<file path="config.mk">
export PLATFORM = sky130hd
export DESIGN_NAME = bg_estimator
export DESIGN_NICKNAME = d
export VERILOG_FILES = /design/src/rtl/bg_estimator.sv
export SDC_FILE = /design/constraint.sdc
export NUM_CORES = 1
export LEC_CHECK = 0
export CORE_MARGIN = 4
export CORE_UTILIZATION = 25
export DETAILED_ROUTE_END_ITERATION = 7
export HOLD_SLACK_MARGIN = 0.15
export PLACE_DENSITY = 0.4
export SLEW_MARGIN = 20
export SYNTH_ARGS = -nofsm -noshare
export SYNTH_HDL_FRONTEND = slang
export SYNTH_SLANG_ARGS = --single-unit
</file>
<file path="constraint.sdc">
create_clock -name Clk -period 5.1 [get_ports Clk]
set_clock_uncertainty 0.1 [all_clocks]
set_input_delay 0.765 -clock Clk [delete_from_list [all_inputs] [get_ports Clk]]
set_output_delay 0.765 -clock Clk [all_outputs]
set_load 0.1 [all_outputs]
</file>
<file path="src/rtl/bg_estimator.sv">
`default_nettype none
// +--------------------------------------------------------------------------+
// | bg_estimator                                                             |
// | Sequentially accumulates per-PE RGB sums and divides by the pixel count  |
// | with bit-serial restoring dividers; results are held until Ack.          |
// | Optional build macro: BG_EST_ROUND_EN (round-half-up mean).              |
// | Revision: 1.0                                                            |
// +--------------------------------------------------------------------------+
module bg_estimator #(
  parameter int NUM_PE     = 4,
  parameter int PIX_PER_PE = 4,
  parameter int SUM_W      = 16
) (
  input  logic                    Clk,
  input  logic                    Reset,
  input  logic                    Start,
  input  logic                    Ack,
  input  logic [SUM_W*NUM_PE-1:0] red_sum_in,
  input  logic [SUM_W*NUM_PE-1:0] green_sum_in,
  input  logic [SUM_W*NUM_PE-1:0] blue_sum_in,
  output logic [7:0]              red_exp,
  output logic [7:0]              green_exp,
  output logic [7:0]              blue_exp,
  output logic                    Done,
  output logic                    Qi,
  output logic                    Qa,
  output logic                    Qv,
  output logic                    Qd
);

  localparam int c_ACC_W = 24;
  localparam int c_REM_W = 17;
  localparam int c_IDX_W = $clog2(NUM_PE + 1);
  localparam logic [c_REM_W:0]   c_DIVISOR = 18'(NUM_PE * PIX_PER_PE);
  localparam logic [c_IDX_W-1:0] c_IDX_END = c_IDX_W'(NUM_PE);
`ifdef BG_EST_ROUND_EN
  localparam logic [c_ACC_W-1:0] c_PRELOAD = 24'((NUM_PE * PIX_PER_PE) / 2);
`else
  localparam logic [c_ACC_W-1:0] c_PRELOAD = '0;
`endif

  typedef enum logic [3:0] {
    S_IDLE  = 4'b0001,
    S_ACCUM = 4'b0010,
    S_DIV   = 4'b0100,
    S_DONE  = 4'b1000
  } state_t;

  state_t              r_state;
  state_t              w_state_nx;
  logic [c_IDX_W-1:0]  r_idx;
  logic [4:0]          r_bit_cnt;
  logic [c_ACC_W-1:0]  r_acc [3];
  logic [c_ACC_W-1:0]  r_dvd [3];
  logic [c_ACC_W-1:0]  r_quo [3];
  logic [c_REM_W-1:0]  r_rem [3];
  logic [7:0]          r_exp [3];

  logic [SUM_W*NUM_PE-1:0] w_bus [3];
  logic [SUM_W-1:0]        w_word [3];
  logic [c_REM_W-1:0]      w_rem_nx [3];
  logic [c_ACC_W-1:0]      w_quo_nx [3];
  logic [7:0]              w_sat [3];
  logic                    w_acc_end;

  assign w_bus[0]  = red_sum_in;
  assign w_bus[1]  = green_sum_in;
  assign w_bus[2]  = blue_sum_in;
  assign w_acc_end = (r_idx == c_IDX_END);

  // The extra ACCUM cycle at r_idx == NUM_PE moves the completed sums into the dividers.
  always_comb begin
    for (int c = 0; c < 3; c++) begin
      w_word[c] = '0;
      for (int k = 0; k < NUM_PE; k++) begin
        if (r_idx == c_IDX_W'(k)) w_word[c] = w_bus[c][k*SUM_W +: SUM_W];
      end
    end
  end

  for (genvar c = 0; c < 3; c++) begin : g_ch
    logic [c_REM_W:0] w_rem_sh;
    logic             w_ge;
    assign w_rem_sh    = {r_rem[c], r_dvd[c][c_ACC_W-1]};
    assign w_ge        = (w_rem_sh >= c_DIVISOR);
    assign w_rem_nx[c] = w_ge ? c_REM_W'(w_rem_sh - c_DIVISOR) : w_rem_sh[c_REM_W-1:0];
    assign w_quo_nx[c] = {r_quo[c][c_ACC_W-2:0], w_ge};
    assign w_sat[c]    = (|w_quo_nx[c][c_ACC_W-1:8]) ? 8'hFF : w_quo_nx[c][7:0];
  end

  always_ff @(posedge Clk or negedge Reset) begin
    if (!Reset) r_state <= S_IDLE;
    else        r_state <= w_state_nx;
  end

  always_comb begin
    w_state_nx = r_state;
    Qi         = 1'b0;
    Qa         = 1'b0;
    Qv         = 1'b0;
    Qd         = 1'b0;
    case (r_state)
      S_IDLE: begin
        Qi = 1'b1;
        if (Start) w_state_nx = S_ACCUM;
      end
      S_ACCUM: begin
        Qa = 1'b1;
        if (w_acc_end) w_state_nx = S_DIV;
      end
      S_DIV: begin
        Qv = 1'b1;
        if (r_bit_cnt == 5'd0) w_state_nx = S_DONE;
      end
      S_DONE: begin
        Qd = 1'b1;
        if (Ack) w_state_nx = S_IDLE;
      end
      default: w_state_nx = S_IDLE;
    endcase
    Done = Qd;
  end

  always_ff @(posedge Clk or negedge Reset) begin
    if (!Reset) begin
      r_idx     <= '0;
      r_bit_cnt <= '0;
      for (int c = 0; c < 3; c++) begin
        r_acc[c] <= '0;
        r_dvd[c] <= '0;
        r_quo[c] <= '0;
        r_rem[c] <= '0;
        r_exp[c] <= '0;
      end
    end else begin
      case (r_state)
        S_IDLE: begin
          if (Start) begin
            r_idx <= '0;
            for (int c = 0; c < 3; c++) r_acc[c] <= c_PRELOAD;
          end
        end
        S_ACCUM: begin
          if (w_acc_end) begin
            r_bit_cnt <= 5'd23;
            for (int c = 0; c < 3; c++) begin
              r_dvd[c] <= r_acc[c];
              r_quo[c] <= '0;
              r_rem[c] <= '0;
            end
          end else begin
            r_idx <= r_idx + 1'b1;
            for (int c = 0; c < 3; c++) r_acc[c] <= r_acc[c] + c_ACC_W'(w_word[c]);
          end
        end
        S_DIV: begin
          r_bit_cnt <= r_bit_cnt - 1'b1;
          for (int c = 0; c < 3; c++) begin
            r_dvd[c] <= r_dvd[c] << 1;
            r_rem[c] <= w_rem_nx[c];
            r_quo[c] <= w_quo_nx[c];
            if (r_bit_cnt == 5'd0) r_exp[c] <= w_sat[c];
          end
        end
        default: ;
      endcase
    end
  end

  assign red_exp   = r_exp[0];
  assign green_exp = r_exp[1];
  assign blue_exp  = r_exp[2];

endmodule
`default_nettype wire

</file>
==> metrics.txt <==
status completed; asr flop ratio synth 100%; RR Endpoint r_acc[46]; area share of the largest cell type after synthesis 45.5%; initial antenna violation count 0; Clk Latency, worst-skew pair 0.56 ns; H-tree Lvls 2; WL met2 23,900 um; Simple-Gate Fraction of Synth Area 20.9%; residual DRC count 0; CTS tree built; largest net degree at the start of global routing 93; clock power share 28.9%; register area share after synthesis 45.7%; Detailed Place HPWL 36,900 um; Synth warnings 0; largest fanout on the critical path 19; R2R setup slack 0.64 ns; Sink Count 300; Sw Pwr 3.46 mW; vias in the first global route 14,600; Critical Path End r_acc[46]; sw frac 38.6%; crit-path cells inv_1 > ha_1 > nor3b_2 > buf_4 > a221o_1 > o21ai_0 > o21ai_0 > ha_1 > nand2_1 > o21ai_0 > a31oi_1 > o31a_1 > o41a_1 > or4_1 > a21oi_1; Synth cell types 69; startpoint types register; most frequent cells after synthesis 474 x nand2_1, 299 x dfrtp_1, 221 x o21ai_0, 112 x nand3_1, 106 x clkbuf_1; Critical Path AT 4.85 ns; Synth Area in Compound Gates 19.6%; die outline width 264 um; max frequency 224 MHz; fin. max-slew vios 0; leading area contributor after synthesis dfrtp_1; Net Count, Synth 2,148; Starting Density 25.4%; total die area 69,900 um^2; crit share post-route 87.5%; WL met1 23,900 um; Post-Route WL 52,200 um; io pins 225; Rows 93; Seq pwr share 31.3%; fraction of synthesized area in multiplexers 0.365%; total gr overflow 0; Crit Path Category reg2reg; PortBufs 224; Setup Viol. Count Final 0; Crit path required time 5.49 ns; Root Buffer clkbuf_16; Buf+Inv Stages, Crit Path 2; Post-synth EDFFs 0; chip height 264 um; Hold Fails Final Rpt 0; CORE AREA 64,800 um^2; synthesized instance count 1,882; first-pass GRT wire length 83,600 um; Hold WC Path Type reg2reg; post-CTS sizing 0; vias per inst 4.85; DR top layer met4; Worst Reg-to-Reg Cells 15; post-CTS setup buffers 0; syn avg cell area 8.73 um^2; PD cells 431 nW/um^2; Final ANT Viol Nets 0; number of max-cap violations 0; gr usage total 14.7%; Synth Register Bits 300; Comb power frac 39.8%; Tightest Pin Transition 1.02 ns; XOR/XNOR Fraction of Synth Area 4.53%; Main synth FF type dfrtp_1; CP top delay family compound AO/OA/AOI/OAI gates; worst vdd rail ir drop 188 uV; most frequent cell after synthesis nand2_1; Post-Route Utilization 32.1%; DRT iter0 DRCs 873; RSZ-0062 raised after global routing no; CP Launch Point r_idx[0]; CP max stage cell o41a_1; RR Startpoint r_idx[0]; largest family of logic cells by synthesized area simple AND/OR/NAND/NOR gates; routed vias 14,200; CP dominant cell by count o21ai_0; DR WL met3 3090 um; share of cells above drive strength 1 4.96%; DRT Pass-1 Iters 5; slowest stage delay, CP 0.52 ns; CP Depth 15; post-synthesis adder-cell area fraction 5.47%; cts bufs inserted 38; Post-Route Setup TNS 0 ns; Max Buffers Root-to-Sink 3; synthesized area 16,400 um^2; clock slew at reported path FFs 0.06 ns; Area Overhead vs Synth 26.6%; crit path time final 4.46 ns; WL/cell 17.8 um; ranking of synthesized cells by area dfrtp_1 46%, nand2_1 11%, o21ai_0 6.7%, ha_1 5.1%, nand3_1 3.4%; Pint 5.51 mW; Leak Pwr 9.34 nW; gpl congestion 0.847; cts hold-fix bufs 1; Nets 2,321; CP endpoint kind register; ANT cells 0; headroom to the max-slew limit 32.3%
## registers in the layout (all words and copies together) (netlist names)
signal / cells
r_acc: 72
red_exp: 8
r_quo: 69
r_idx: 3
g_ch.w_rem_sh: 54
r_dvd: 69
r_bit_cnt: 5
r_state: 4
blue_exp: 8
green_exp: 8
## how the worst min path moves through the flow
stage	from	to	slack (ns)	cells past startpoint
after detailed placement	r_dvd[12]	r_dvd[12]	0.36	2
final	r_dvd[64]	r_dvd[64]	0.37	2
after global routing	r_dvd[10]	r_dvd[10]	0.39	2
after CTS	r_quo[58]	r_quo[59]	0.37	2
after floorplan	g_ch[1].w_rem_sh[17]	g_ch[1].w_rem_sh[17]	0.34	2
after global placement	g_ch[1].w_rem_sh[17]	g_ch[1].w_rem_sh[17]	0.36	2
## area by class of cell
class	instances	area [um^2]
Clock buffer	52	1080
Clock inverter	11	108
Fill cell	6709	44000
Inverter	29	111
Multi-Input combinational cell	1434	8410
Sequential cell	300	7510
Tap cell	855	1070
Timing Repair Buffer	252	2520
## kinds of logic after synthesis
family / after synthesis
compound gates: 496
mux: 6
buf+inv: 148
fa+ha+maj: 70
xor+xnor: 85
simple gates: 777
flops: 300
## tightest hold or removal path, delay by kind of cell (launching register included)
kind | cells | cell delay [ns]
and+or+nand+nor | 2 | 0.10
DFF | 1 | 0.34
## power groups by stage
stage          sequential (mW)  clock [mW]  combinational (mW)
2_1_floorplan             2.87           0                2.38
3_3_place_gp              2.85           0                3.57
3_5_place_dp              2.86           0                3.60
4_1_cts                   2.82        2.72                3.61
5_1_grt                   2.85        2.80                3.99
6_report                  2.81        2.60                3.57
## stage by stage
step | worst slack (ns) | cell area, um^2 | power [mW] | instances | hold WS [ns]
after floorplan | 0.899 | 16400 | 5.25 | 1882 | 0.343
after global placement | 0.563 | 19600 | 6.42 | 2869 | 0.358
after detailed placement | 0.515 | 19600 | 6.46 | 2869 | 0.363
after CTS | 0.608 | 20800 | 9.14 | 2933 | 0.374
after global routing | 0.338 | 20800 | 9.64 | 2933 | 0.394
final | 0.639 | 20800 | 8.98 | 2933 | 0.374
## layout by cell type, fill, tap and decap left out, types with 32 or more instances in the layout
master | Yosys | final
clkdlybuf4s50_1 | 0 | 221
a221o_1 | 50 | 50
dfrtp_1 | 299 | 299
clkbuf_16 | 0 | 39
o21ai_0 | 221 | 221
nor2_1 | 51 | 49
nand2_1 | 474 | 474
a22oi_1 | 66 | 66
a21oi_1 | 64 | 64
ha_1 | 67 | 66
xor2_1 | 32 | 32
xnor2_1 | 53 | 53
nand3_1 | 112 | 111
## metal layers
metal	vias to the layer above	GRT usage, %
met4	0	4.37
met3	57	3.64
met2	350	24.0
met5	-	0
met1	6770	19.4
li1	7057	-
Note: power is estimated with default switching activity, not from simulation.
